--- src/rtl/addr_sequencer.sv ---
// Sequenced memory-address source: latches a selected base address and walks
// an incrementing multi-beat burst out to memory under a valid/ready handshake.
module addr_sequencer #(
  parameter int ADDR_W  = 10,
  parameter int NSRC    = 4,
  parameter int SEL_W   = 2,
  parameter int BURST_W = 3
) (
  input  logic                     clk,
  input  logic                     reset,
  input  logic [NSRC*ADDR_W-1:0]   src_bus,
  input  logic [SEL_W-1:0]         sel,
  input  logic                     req,
  input  logic [BURST_W-1:0]       burst_len,
  input  logic                     ready,
  output logic [ADDR_W-1:0]        addr,
  output logic                     addr_valid,
  output logic                     last,
  output logic                     busy,
  output logic                     done
);

  typedef enum logic [1:0] {
    ST_IDLE  = 2'd0,
    ST_BURST = 2'd1,
    ST_DONE  = 2'd2
  } state_t;

  state_t             state_r, state_s;
  logic [ADDR_W-1:0]  addr_r, addr_s, base_s;
  logic [BURST_W-1:0] count_r, count_s;
  logic               addr_valid_r, busy_r, done_r;
  logic               addr_valid_s, busy_s, done_s;
  logic               load_s, advance_s, count_zero_s;

  assign count_zero_s = (count_r == {BURST_W{1'b0}});
  assign load_s       = req && ((state_r == ST_IDLE) || (state_r == ST_DONE));
  assign advance_s    = (state_r == ST_BURST) && ready && !count_zero_s;

  // Source mux: codes with no matching source fall back to Rdest (source 1).
  always_comb begin
    base_s = src_bus[ADDR_W +: ADDR_W];
    for (int k = 0; k < NSRC; k++) begin
      base_s = (sel == SEL_W'(k)) ? src_bus[k*ADDR_W +: ADDR_W] : base_s;
    end
  end

  // Next-state logic; a request in DONE chains straight into the next burst.
  always_comb begin
    state_s = state_r;
    case (state_r)
      ST_IDLE: begin
        if (req) state_s = ST_BURST;
        else     state_s = ST_IDLE;
      end
      ST_BURST: begin
        if (ready && count_zero_s) state_s = ST_DONE;
        else                       state_s = ST_BURST;
      end
      ST_DONE: begin
        if (req) state_s = ST_BURST;
        else     state_s = ST_IDLE;
      end
      default: state_s = ST_IDLE;
    endcase
  end

  // Address/count update: load on acceptance, step on each accepted non-final beat.
  always_comb begin
    addr_s  = addr_r;
    count_s = count_r;
    if (load_s) begin
      addr_s  = base_s;
      count_s = burst_len;
    end else if (advance_s) begin
      addr_s  = addr_r + ADDR_W'(1);
      count_s = count_r - BURST_W'(1);
    end else begin
      addr_s  = addr_r;
      count_s = count_r;
    end
  end

  // Output decode from the upcoming state so the flags come straight from flops.
  always_comb begin
    addr_valid_s = (state_s == ST_BURST);
    busy_s       = (state_s == ST_BURST);
    done_s       = (state_s == ST_DONE);
  end

  // State and output registers; reset aborts any burst without a done pulse.
  always_ff @(posedge clk) begin
    if (reset) begin
      state_r      <= ST_IDLE;
      addr_r       <= {ADDR_W{1'b0}};
      count_r      <= {BURST_W{1'b0}};
      addr_valid_r <= 1'b0;
      busy_r       <= 1'b0;
      done_r       <= 1'b0;
    end else begin
      state_r      <= state_s;
      addr_r       <= addr_s;
      count_r      <= count_s;
      addr_valid_r <= addr_valid_s;
      busy_r       <= busy_s;
      done_r       <= done_s;
    end
  end

  assign addr       = addr_r;
  assign addr_valid = addr_valid_r;
  assign busy       = busy_r;
  assign done       = done_r;
  assign last       = (state_r == ST_BURST) && count_zero_s;

endmodule

--- config.mk ---
export PLATFORM = sky130hd
export DESIGN_NAME = addr_sequencer
export DESIGN_NICKNAME = d
export VERILOG_FILES = /design/src/rtl/addr_sequencer.sv
export SDC_FILE = /design/constraint.sdc
export NUM_CORES = 1
export LEC_CHECK = 0
export CORE_MARGIN = 2
export CORE_UTILIZATION = 41
export DETAILED_ROUTE_END_ITERATION = 6
export PLACE_DENSITY = 0.9
export SYNTH_ARGS = -nofsm -noshare
export SYNTH_HDL_FRONTEND = slang
export SYNTH_SLANG_ARGS = --single-unit
export TNS_END_PERCENT = 30
--- constraint.sdc ---
create_clock -name clk -period 5.2 [get_ports clk]
set_clock_uncertainty 0.15 [all_clocks]
set_input_delay 1.3 -clock clk [delete_from_list [all_inputs] [get_ports clk]]
set_output_delay 1.3 -clock clk [all_outputs]
set_load 0.02 [all_outputs]
After elaboration in Yosys (flattened, before gate mapping):

Index checks and enable logic that the tools add are counted.

* bits in registers: 17
* input port bits: 49
* output and inout port bits: 14
* word-level logic and storage cells: 37

* add/subtract/negate cells: 2
* eq/ne operators: 7
* mux-type cells: 11
* reductions and logical operators: 12

Operator list (number)
* 10-bit 2-to-1 mux: 6
* 10-bit by 1-bit adder with 10-bit output (second input constant): 1
* 2-bit equality test (second input constant): 4
* 2-bit by 1-bit equality test with 1-bit output (second input constant): 3
* 3-bit 2-to-1 mux: 2
* 1-bit logical AND: 5
* 2-bit zero test: 2
* 2-bit one-hot mux with 2 select lines: 1
* 3-bit zero test: 1
* 3-bit by 1-bit subtractor with 3-bit output (second input constant): 1
* 2-bit 2-to-1 mux: 1
* 2-bit nonzero test: 1
* 2-bit OR reduction: 1
* 1-bit zero test: 1
* 1-bit logical OR: 1
* 1-bit 2-to-1 mux: 1

Longest topological paths before layout:

* depth in word-level cells: 6
* depth in mapped cells: 8
* depth with buffers taken out: 7

Worst setup path after synthesis:

Ideal clock, no wire load.

* kind: reg2out
* start point: register count_r[0]
* end point: output port last
* arrival time: 1039 ps
* data required time: 3750 ps
* slack: 2711 ps
* stages on the path, launching flop included: 4
* buffers on the path: 0
* cells stage by stage: dfxtp_1 > inv_1 > ha_1 > nor3b_1

* longest elaborated chain between the ends: 2

RTL lines
* start: declaration: RTL line 31 `logic [BURST_W-1:0] count_r, count_s;`
* start signal: assignment: RTL line 96 `count_r <= {BURST_W{1'b0}};`
* start signal: assignment: RTL line 103 `count_r <= count_s;`
* 3-bit zero test: RTL line 36 `assign count_zero_s = (count_r == {BURST_W{1'b0}});`
* 1-bit logical AND: RTL line 114 `assign last = (state_r == ST_BURST) && count_zero_s;`
* end: declaration: RTL line 18 `output logic last,`

No other way between the ends.

Final worst setup path:

Ends and elaborated chain as after synthesis.

==> results.json <==
{
  "postLayoutCoreUtil_pct": 65.8,
  "cts-root-buf": "clkbuf_4",
  "fin_tns_setup_ns": 0,
  "power_leakage_nw": 0.637,
  "synth_seq_cells": 17,
  "row_count": 19,
  "grt_overflow": 0,
  "synthesis.nets": 163,
  "syn_inst": 111,
  "r2r_slack_ns": 2.87,
  "syn_area_per_cell_um2": 10.3,
  "portBuffers": 62,
  "stdcell_count": 199,
  "slew_headroom_pct": 47.8,
  "period_needed_ns": 3.15,
  "cts_resized": 0,
  "gp_congestion": 0.751,
  "cts_tree": "built",
  "hold_viol": 0,
  "cts.clk_slew.worst_paths_ns": 0.10,
  "critical_path.max_stage_delay_ns": 0.64,
  "syn_area_um2": 1150,
  "ant_nets": 0,
  "drt_iter0_markers": 17,
  "vias": 1093,
  "cts_buffer_depth": 2,
  "synth.distinct_cells": 35,
  "drive_gt1_share_pct": 14.3,
  "nets": 221,
  "crit_family": "buffers and inverters",
  "cts_buffers": 3,
  "synth_ff_type": "dfxtp_1",
  "end_kind": "output port",
  "diodes": 0,
  "globalRouteTotalUtil_pct": 17.8,
  "grt_pass1_wl_mm": 4.49,
  "postCtsSetupRepairBufs": 0,
  "setup_violations": 0,
  "ir_drop_v": 0.000139,
  "drt-total-wl_mm": 2.73,
  "syn_to_final_growth_pct": 55.3,
  "post-place-ws_ns": 1.84,
  "start_util_pct": 42.4,
  "fmax_ghz": 0.318,
  "min_path_type": "flop to flop",
  "start_kind": "flop",
  "fin_area_um2": 1780,
  "grt_max_degree": 22,
  "die_height_um": 56.9,
  "via_per_inst": 5.49,
  "placed_cell_area_um2": 1760,
  "antenna_found_initial": 0,
  "first_global_vias": 1082,
  "post-route-drc-count": 0,
  "finalCritPeriodShare_pct": 60.6,
  "ys_warn_count": 0,
  "io_pins": 63,
  "fp.dieArea_um2": 3240,
  "yosysSeqAreaShare_pct": 29.6,
  "path_buf_inv": 2,
  "firstDrtPassIters": 4,
  "wl_per_cell_um": 13.7,
  "die_w_um": 56.9,
  "status": "finished clean",
  "cts_sinks": 17,
  "path_class": "flop to output port",
  "p_per_area_nw_per_um2": 203,
  "cp_max_fo": 2,
  "synth-edff-count": 0,
  "core-area_um2": 2710,
  "rsz0062_at_grt": "no",
  "cts_hold_buf": 0,
  "worstPathRequired_ns": 3.75,
  "cap_violations": 0,
  "final_max_slew_viol_count": 0,
  "crit_arrival_ns": 1.70,
  "slowest_stage": "clkdlybuf4s50_1",
  "worst_pin_slew_ns": 0.782,
  "worst_slack_ns": 2.05,
  "clk_latency_ns": 0.30,
  "htreeDepth": 1,
  "path_cells": "inv_1 -> ha_1 -> nor3b_1 -> clkdlybuf4s50_1",
  "hpwl_mm": 2.23,
  "placed_cells": 195,
  "ys_async_sr_fraction_pct": 0
}
-- state kept, by name, indices dropped and copies added (netlist names) --
name     flops
addr        10
busy         1
count_r      3
done         1
state_r      2
-- worst min-delay path, stage by stage, from the launching register on --
cell      delay (ns)
dfxtp_1         0.35
nand2b_4        0.10
nor3_1          0.05
-- worst paths after layout --
path	from	end	cells past startpoint
max	count_r[0]$_SDFFE_PP0P_	last	4
max reg2reg	count_r[0]$_SDFFE_PP0P_	addr[4]$_SDFFE_PP0P_	7
min	state_r[0]$_SDFF_PP0_	state_r[1]$_SDFF_PP0_	2
min reg2reg	state_r[0]$_SDFF_PP0_	state_r[1]$_SDFF_PP0_	2
-- cell type report --
class	count	area, um2
fillers	214	926
multi-input cells	82	746
repair buffers	62	621
flip-flops and latches	17	340
well taps	31	38.8
clock buffers	3	22.5
inverters	3	11.3
clock inverters	1	5.00
-- cells in the final DEF, fill, tap and decap left out, types with 2 or more instances in the layout --
| cell | count |
|---|---|
| nor2_1 | 14 |
| xnor2_1 | 2 |
| a211oi_1 | 5 |
| mux4_2 | 9 |
| xor2_1 | 5 |
| a21oi_1 | 5 |
| and4_1 | 3 |
| dfxtp_1 | 17 |
| a2111oi_2 | 2 |
| clkdlybuf4s50_1 | 62 |
| ha_1 | 3 |
| a311o_1 | 2 |
| inv_1 | 3 |
| nand2_1 | 3 |
| nor2b_1 | 2 |
| clkbuf_4 | 3 |
| mux2_4 | 2 |
| nor3_2 | 2 |
| a211oi_2 | 2 |
| nand2b_1 | 2 |
| nor3_1 | 4 |
| nand4_1 | 5 |
-- metrics by stage --
stage	hold slack (ns)	power (mW)
after CTS	0.401	0.365
after detailed placement	0.386	0.294
after global placement	0.376	0.290
final	0.395	0.363
after global routing	0.431	0.384
after floorplan	0.360	0.230
-- metal layers --
layer  vias to the layer above  part of all wire (%)  GRT usage [%]
li1                        534                     -              -
met1                       502                    38           19.5
met2                        52                    49           31.0
met3                         5                    10           5.90
met4                         0                   1.9           7.97
met5                         -                     0              0
-- cell families (layout without fill, tap and decap cells) --
group                      after synthesis  in the layout  synth area share, %
buffers and inverters                   12             69                 5.45
adders and majority gates                3              3                 3.27
xor gates and xnor gates                 7              7                 5.34
DFF                                     17             17                 29.6
AOI/OAI and AO/OA                       18             18                 13.2
and+or+nand+nor                         42             42                 22.0
muxes                                   12             12                 21.1
-- cells in the mapped netlist, drive strengths merged, types with 3 or more instances --
cell	instances	share of area, %
nor2	14	4.6
nand2b	3	2.3
xor2	5	3.8
nand2	3	0.98
ha	3	3.3
nand4	5	2.7
a211oi	7	5.4
nor2b	3	1.9
and4	3	2.3
inv	3	0.98
mux4	9	18
a2111oi	3	3.4
dfxtp	17	30
nor3	6	3.5
a21oi	5	2.2
clkbuf	3	0.98
buf	6	3.5
-- report_power, final --
part | leakage, nW | total, mW | switching, mW | internal, mW
logic | 0.478 | 0.136 | 0.0546 | 0.0810
registers | 0.141 | 0.155 | 0.0129 | 0.142
clock network | 0.0177 | 0.0722 | 0.0435 | 0.0287
No activity file was read; power rests on OpenSTA's default activity.
